<file path="config.mk">
export PLATFORM = sky130hd
export DESIGN_NAME = hazard_ctrl_flat
export DESIGN_NICKNAME = d
export VERILOG_FILES = /design/src/rtl/hazard_if.sv /design/src/rtl/hazard_ctrl.sv /design/src/flat_wrapper.sv
export SDC_FILE = /design/constraint.sdc
export NUM_CORES = 1
export LEC_CHECK = 0
export ABC_AREA = 1
export CAP_MARGIN = 15
export CORE_MARGIN = 10
export CORE_UTILIZATION = 55
export DETAILED_ROUTE_END_ITERATION = 10
export PLACE_DENSITY = 0.88
export REMOVE_ABC_BUFFERS = 1
export SLEW_MARGIN = 5
export SYNTH_ARGS = -nofsm -noshare
export SYNTH_HDL_FRONTEND = slang
export SYNTH_SLANG_ARGS = --single-unit
</file>
<file path="constraint.sdc">
create_clock -name clk -period 2.73 [get_ports clk]
set_input_delay 0.4095 -clock clk [delete_from_list [all_inputs] [get_ports clk]]
set_output_delay 0.4095 -clock clk [all_outputs]
set_load 0.02 [all_outputs]
</file>
<file path="src/rtl/hazard_if.sv">
// hazard_if: pipeline-side hazard inputs and the sequencing controls returned to the datapath.
interface hazard_if;
  logic [4:0]  ifid_rs;
  logic [4:0]  ifid_rt;
  logic        idex_memRead;
  logic [4:0]  idex_rt;
  logic        exmem_PCSrc;
  logic        mem_req;
  logic        mem_ready;
  logic        pc_write;
  logic        ifid_write;
  logic        ifid_flush;
  logic        idex_bubble;
  logic        exmem_bubble;
  logic        stage_hold;
  logic        err;
  logic [15:0] stall_count;
  logic [1:0]  state;
  modport master (
    output ifid_rs, ifid_rt, idex_memRead, idex_rt, exmem_PCSrc, mem_req, mem_ready,
    input  pc_write, ifid_write, ifid_flush, idex_bubble, exmem_bubble, stage_hold, err, stall_count, state
  );
  modport slave (
    input  ifid_rs, ifid_rt, idex_memRead, idex_rt, exmem_PCSrc, mem_req, mem_ready,
    output pc_write, ifid_write, ifid_flush, idex_bubble, exmem_bubble, stage_hold, err, stall_count, state
  );
endinterface

</file>
<file path="src/rtl/hazard_ctrl.sv">
// hazard_ctrl: 5-stage pipeline sequencer for init drain, load-use stalls, branch flushes and memory waits.
module hazard_ctrl #(
  parameter int INIT_CYCLES = 4,
  parameter int MEM_TIMEOUT = 255
) (
  input logic clk,
  input logic reset,
  hazard_if.slave h
);
  typedef enum logic [1:0] {INIT, RUN, MEM_WAIT, ERROR} state_t;
  localparam logic [3:0]  INIT_LAST = 4'(INIT_CYCLES - 1);
  localparam logic [15:0] TMO = 16'(MEM_TIMEOUT);
  state_t      state_q, state_d;
  logic [3:0]  init_q, init_d;
  logic [15:0] wait_q, wait_d, wait_n, stall_q, stall_d;
  logic        err_q, err_d;
  logic        lu, mw, run_dec, wait_cyc, br, timeout;
  // run_dec: cycles decoded as normal RUN, including the MEM_WAIT cycle where memory completes
  always_comb begin
    lu = h.idex_memRead && h.idex_rt != 5'd0 && (h.idex_rt == h.ifid_rs || h.idex_rt == h.ifid_rt);
    mw = h.mem_req && !h.mem_ready;
    run_dec = (state_q == RUN && !mw) || (state_q == MEM_WAIT && h.mem_ready);
    wait_cyc = (state_q == RUN && mw) || (state_q == MEM_WAIT && !h.mem_ready);
    br = run_dec && h.exmem_PCSrc;
    h.pc_write = run_dec && (h.exmem_PCSrc || !lu);
    h.ifid_write = run_dec && !h.exmem_PCSrc && !lu;
    h.ifid_flush = state_q == INIT || br;
    h.idex_bubble = state_q == INIT || (run_dec && (h.exmem_PCSrc || lu));
    h.exmem_bubble = state_q == INIT || br;
    h.stage_hold = wait_cyc || state_q == ERROR;
    h.err = err_q;
    h.stall_count = stall_q;
    h.state = state_q;
    wait_n = state_q == RUN ? 16'd1 : wait_q + 16'd1;
    timeout = wait_cyc && wait_n >= TMO;
    state_d = state_q == INIT ? (init_q == INIT_LAST ? RUN : INIT) :
              state_q == ERROR || timeout ? ERROR :
              wait_cyc ? MEM_WAIT : RUN;
    init_d = state_q == INIT ? init_q + 4'd1 : init_q;
    wait_d = wait_cyc ? wait_n : 16'd0;
    err_d = err_q || timeout;
    stall_d = (!h.pc_write && stall_q != 16'hFFFF) ? stall_q + 16'd1 : stall_q;
  end
  always_ff @(posedge clk) begin
    if (reset) begin
      state_q <= INIT;
      init_q <= '0;
      wait_q <= '0;
      stall_q <= '0;
      err_q <= 1'b0;
    end else begin
      state_q <= state_d;
      init_q <= init_d;
      wait_q <= wait_d;
      stall_q <= stall_d;
      err_q <= err_d;
    end
  end
endmodule

</file>
<file path="src/flat_wrapper.sv">
// flat-port wrapper written by rule: the top's interface ports become plain ports
module hazard_ctrl_flat 
#(
  parameter int INIT_CYCLES = 4,
  parameter int MEM_TIMEOUT = 255
)
  (clk, reset, h_ifid_rs, h_ifid_rt, h_idex_memRead, h_idex_rt, h_exmem_PCSrc, h_mem_req, h_mem_ready, h_pc_write, h_ifid_write, h_ifid_flush, h_idex_bubble, h_exmem_bubble, h_stage_hold, h_err, h_stall_count, h_state);
  hazard_if h_i ();
  input logic clk;
  input logic reset;
  input wire logic [$bits(h_i.ifid_rs)-1:0] h_ifid_rs;
  input wire logic [$bits(h_i.ifid_rt)-1:0] h_ifid_rt;
  input wire logic [$bits(h_i.idex_memRead)-1:0] h_idex_memRead;
  input wire logic [$bits(h_i.idex_rt)-1:0] h_idex_rt;
  input wire logic [$bits(h_i.exmem_PCSrc)-1:0] h_exmem_PCSrc;
  input wire logic [$bits(h_i.mem_req)-1:0] h_mem_req;
  input wire logic [$bits(h_i.mem_ready)-1:0] h_mem_ready;
  output wire logic [$bits(h_i.pc_write)-1:0] h_pc_write;
  output wire logic [$bits(h_i.ifid_write)-1:0] h_ifid_write;
  output wire logic [$bits(h_i.ifid_flush)-1:0] h_ifid_flush;
  output wire logic [$bits(h_i.idex_bubble)-1:0] h_idex_bubble;
  output wire logic [$bits(h_i.exmem_bubble)-1:0] h_exmem_bubble;
  output wire logic [$bits(h_i.stage_hold)-1:0] h_stage_hold;
  output wire logic [$bits(h_i.err)-1:0] h_err;
  output wire logic [$bits(h_i.stall_count)-1:0] h_stall_count;
  output wire logic [$bits(h_i.state)-1:0] h_state;
  assign h_i.ifid_rs = h_ifid_rs;
  assign h_i.ifid_rt = h_ifid_rt;
  assign h_i.idex_memRead = h_idex_memRead;
  assign h_i.idex_rt = h_idex_rt;
  assign h_i.exmem_PCSrc = h_exmem_PCSrc;
  assign h_i.mem_req = h_mem_req;
  assign h_i.mem_ready = h_mem_ready;
  assign h_pc_write = h_i.pc_write;
  assign h_ifid_write = h_i.ifid_write;
  assign h_ifid_flush = h_i.ifid_flush;
  assign h_idex_bubble = h_i.idex_bubble;
  assign h_exmem_bubble = h_i.exmem_bubble;
  assign h_stage_hold = h_i.stage_hold;
  assign h_err = h_i.err;
  assign h_stall_count = h_i.stall_count;
  assign h_state = h_i.state;
  hazard_ctrl #(.INIT_CYCLES(INIT_CYCLES), .MEM_TIMEOUT(MEM_TIMEOUT)) u_core (.clk(clk), .reset(reset), .h(h_i));
endmodule
</file>
== After elaboration in Yosys (flattened, before gate mapping) ==
Index checks and enable logic that the tools add are counted.

* Memory bits (read-only): 0
* Output and inout port bits: 25
* Memories kept: 0
* Input bits: 21
* Bits in writable memories: 0
* Bits in registers: 39
* Latch bits: 0
* Logic and storage cells: 54

* Divide/modulo/power cells: 0
* Order comparisons: 1
* Shift operators: 0
* Multiplexer cells: 5
* Equal/unequal tests: 7
* Bitwise logic cells: 1
* $mul: 0
* Reductions and logical operators: 32
* $add $sub $neg: 3

{| class="wikitable"
|+ Operators by type and width
! operator !! number
|-
| $add 16x1->16 const B || 2
|-
| $ge 16x8->1 const B || 1
|-
| $mux 16 || 1
|-
| $ne 16x16->1 const B || 1
|-
| $logic_and 1x1->1 || 14
|-
| $eq 5x5->1 || 2
|-
| $logic_or 1x1->1 || 10
|-
| $mux 2 || 3
|-
| $logic_not 1->1 || 5
|-
| $reduce_bool 5->1 || 1
|-
| $add 4x1->4 const B || 1
|-
| $eq 2x2->1 const B || 2
|-
| $eq 4x2->1 const B || 1
|-
| $eq 2x1->1 const B || 1
|-
| $logic_not 2->1 || 1
|-
| $reduce_or 2->1 || 1
|-
| $mux 1 || 1
|-
| $not 1->1 || 1
|}

== Longest topological paths before layout ==
Gate-level depths: netlist (run 1).

* Depth in word-level cells: 8
* Depth in mapped cells: 12

== Worst setup path before layout (run 1) ==
Ideal clock, no wire load.

* Path kind: flip-flop to flip-flop
* Start point: reg u_core.stall_q[0] (netlist: u_core.h.stall_count[0])
* End point: reg u_core.stall_q[0] (netlist: u_core.h.stall_count[0])
* Setup slack: 0.868 ns
* Clock period less this slack: 1.862 ns
* Stages on the path, launching flop included: 8
* Data required time: 2.615 ns
* Data arrival time: 1.747 ns
* Cells stage by stage: dfxtp_1 > ha_1 > nand3_1 > nor4_4 > nand4_4 > buf_2 > a21oi_1 > nor2_1

* Longest elaborated chain between the ends: 2

{| class="wikitable"
|+ Ends and longest elaborated chain
! element !! line !! text
|-
| start: declaration || hazard_ctrl.sv:15 || <nowiki>logic [15:0] wait_q, wait_d, wait_n, stall_q, stall_d;</nowiki>
|-
| start signal: assignment || hazard_ctrl.sv:55 || <nowiki>stall_q <= stall_d;</nowiki>
|-
| parallel branches: the longest is 2 deep, another holds $add 16x1->16 || n/a ||
|}

Parallel ways; which one is timed is not known.
A chain may end at the register's enable or synchronous reset.

== Final worst setup path (run 1) ==
* Start point: in h_idex_rt[1]
* End point: out h_pc_write

* Longest elaborated chain between the ends: 6

{| class="wikitable"
|+ Ends and longest elaborated chain
! element !! line !! text
|-
| start: declaration || flat_wrapper.sv:14 || <nowiki>input wire logic [$bits(h_i.idex_rt)-1:0] h_idex_rt;</nowiki>
|-
| $eq 5x5->1 or $reduce_bool 5->1 (tied branches) || hazard_ctrl.sv:20 || <nowiki>lu = h.idex_memRead && h.idex_rt != 5'd0 && (h.idex_rt == h.ifid_rs || h.idex_rt == h.ifid_rt);</nowiki>
|-
| $logic_or 1x1->1 or $logic_and 1x1->1 (tied branches) || hazard_ctrl.sv:20 ||
|-
| $logic_and 1x1->1 (*) || hazard_ctrl.sv:20 ||
|-
| $logic_not 1->1 (*) || hazard_ctrl.sv:25 || <nowiki>h.pc_write = run_dec && (h.exmem_PCSrc || !lu);</nowiki>
|-
| $logic_or 1x1->1 (*) || hazard_ctrl.sv:25 ||
|-
| $logic_and 1x1->1 (*) || hazard_ctrl.sv:25 ||
|-
| end: declaration || flat_wrapper.sv:18 || <nowiki>output wire logic [$bits(h_i.pc_write)-1:0] h_pc_write;</nowiki>
|}

Every way passes the cells marked *; elsewhere a longest branch is shown, timed or not.

==> results of run 1 <==
==> synth_stat cells (3+ instances only) <==
| master | n | share of area [%] |
|---|---|---|
| a21oi_1 | 18 | 3.7 |
| a21oi_2 | 5 | 1.8 |
| clkbuf_1 | 4 | 0.62 |
| dfxtp_1 | 39 | 32 |
| ha_1 | 3 | 1.6 |
| inv_1 | 44 | 6.8 |
| inv_2 | 4 | 0.62 |
| nand2_1 | 90 | 14 |
| nand3_1 | 48 | 9.9 |
| nand4_1 | 7 | 1.8 |
| nor2_1 | 60 | 9.3 |
| nor3_1 | 9 | 1.9 |
| o21ai_0 | 8 | 1.7 |
| xnor2_1 | 7 | 2.5 |
| xor2_1 | 11 | 4.0 |
==> worst max-delay path: stages <==
cell             delay [ps]
clkdlybuf4s50_1         530
inv_2                    60
nand2_1                  50
nand2_1                  40
nor2_1                  140
nand3_1                  90
nand2_1                  80
nand2_2                  80
o21ai_4                 120
inv_1                    50
clkdlybuf4s50_1         550
==> how the worst max path moves through the flow <==
stage / from / to / slack (ps) / cells after the start
finish: h_idex_rt[1] / h_pc_write / 120 / 11
global route: h_idex_rt[1] / h_pc_write / 10 / 11
global placement: h_idex_rt[1] / h_idex_bubble / 150 / 10
detailed placement: h_idex_rt[1] / h_idex_bubble / 90 / 10
floorplan: u_core.h.state[1]$_SDFF_PP0_ / h_idex_bubble / 750 / 7
CTS: h_idex_rt[0] / h_idex_bubble / 50 / 8
==> state kept, by name, indices dropped and copies added, names as in the netlist <==
register,flops
u_core.wait_q,16
u_core.h.state,2
u_core.h.err,1
u_core.h.stall_count,16
u_core.init_q,4
==> cells by family after synthesis <==
family,synth area share [%]
xor gates and xnor gates,6.52
adders and majority gates,1.55
DFF,32.3
buffers and inverters,9.83
AOI/OAI and AO/OA,9.01
and+or+nand+nor,40.8
==> metrics by stage <==
step	setup WS, ps	total power, uW
floorplan	746	844
global route	12.9	1640
detailed placement	85.8	1000
CTS	54.3	1580
finish	116	1570
global placement	149	997
==> final cells by class <==
type | instances | share of cell area (%)
clock buffers | 6 | 2.40
repair buffers | 47 | 15.5
clock inverters | 2 | 1.98
inverters | 48 | 5.95
multi-input cells | 280 | 46.2
flip-flops and latches | 39 | 25.8
well taps | 52 | 2.15
==> report_power, final <==
group          leakage [uW]  internal, uW  switching (uW)
registers          0.000315           599            34.9
clock network     0.0000654           366             213
logic              0.000876           148             210
total               0.00126          1110             459
==> routing by layer <==
| metal | vias to the layer above | track usage, % | routed length [microns] |
|---|---|---|---|
| li1 | 1290 | - | - |
| met4 | 0 | 7.22 | 164 |
| met5 | - | 0 | 0 |
| met3 | 14 | 4.69 | 301 |
| met1 | 1157 | 17.8 | 2490 |
| met2 | 67 | 30.4 | 3230 |
==> timing repair <==
action / in CTS / in global routing
hold buffers: 0 / 0
endpoints found under the setup margin: 0 / 2
gates resized for setup: 0 / 2
buffers inserted: 0 / 0
==> out/summary.txt, run 1 <==
Layout fillers = 342
worst hold margin = 508 ps
final antenna-violating net count = 0
drt drc = 0
worst vdd ir = 0.000422 V
Syn Std Cell Area = 0.00242 sq mm
worst hold path cell count = 2
number of distinct library cells after synthesis = 29
Syn-to-layout area delta = 25.3%
Total GRT Usage = 16.8%
hold path startpoint = u_core.h.stall_count[14]$_SDFFE_PP0P_
critical path class = in2out
commonest non-fill, non-tap cell in the layout = nand2_1
starting DRC count in detailed routing = 93
final setup violation count = 0
placement-stage cell area = 0.00289 sq mm
Antenna diodes = 0
vias = 2528
layout cells sized above 1 = 5.92%
worst slew pin tran = 555 ps
DP HPWL = 4600 microns
Die Ht = 86.3 microns
slew margin rel. = 62.9%
Hold Path Class = reg2reg
CP Capture Type = primary output
Critical Path Start Type = input port
die footprint = 0.00745 sq mm
reg-to-reg endpoint = u_core.h.stall_count[2]$_SDFFE_PP0P_
gpl congestion = 0.912
Finished Core Util = 70.5%
GRT overflow = 0
worst path arrival time = 2200 ps
multi-input logic area = 0.00140 sq mm
initial antenna violation count = 0
final worst-path cycle share = 95.8%
Final Hold Viols = 0
peak fanout along the critical path = 4
status = complete, no violations
largest net degree at the start of global routing = 20
Gate Count Post-Synth = 376
IO Count = 46
drt wl/cell = 13.0 microns
post-synthesis register bit count = 39
vias per cell = 5.33
clock tree buffer depth = 2
Site Rows = 24
ys async rst share = 0%
number of flops mapped to enable cells by yosys = 0
post-layout net count = 445
Seq/Total Area, Yosys = 32.3%
Synth Flop Type = dfxtp_1
Clock transition at path regs = 80 ps
Initial Util = 56.3%
Achievable Freq = 382 MHz
port bufs = 45
worst-case reg-to-reg path depth = 7
first-pass GRT wire length = 10500 microns
TritonCTS Buffers = 5
most frequent cells in the layout = nand2_1, nor2_1, nand3_1, inv_1, clkdlybuf4s50_1
H-tree depth = 2
Yosys warnings = 0
DP Cell Count = 466
total core area = 0.00429 sq mm
Syn Area/Cell = 6.43 sq um
vias in the first global route = 2383
Slew Limit Fails = 0
die width = 86.3 microns
register-to-register path setup slack = 680 ps
register area = 781 sq um
Hold EP = u_core.h.stall_count[14]$_SDFFE_PP0P_
Clock Skew = 11.8 ps
Final min period = 2610 ps
FF-to-FF Start = u_core.h.stall_count[0]$_SDFFE_PP0P_
clk sinks = 39
Root Buffer = clkbuf_8
cell area power density = 519 mW/mm^2
clk_lat worst skew = 300 ps
leakage power total = 0.00126 uW
non-filler instance count after layout = 474
Total Wirelength = 6180 microns
RSZ-0062 raised after global routing = no
final instance area = 0.00303 sq mm
first-pass detailed-route iteration total = 4
Setup TNS = 0 ps
CTS tree = built
Data required, critical path = 2320 ps
max_cap viols = 0
(Power assumes the default switching activity.)
==> inputs of run 2 (changes only) <==
Settings changed: CTS_CLUSTER_DIAMETER set to 40, SLEW_MARGIN 5 to 20.
==> results of run 2 <==
Final layout, timing and power as in run 1 (identical DEF).
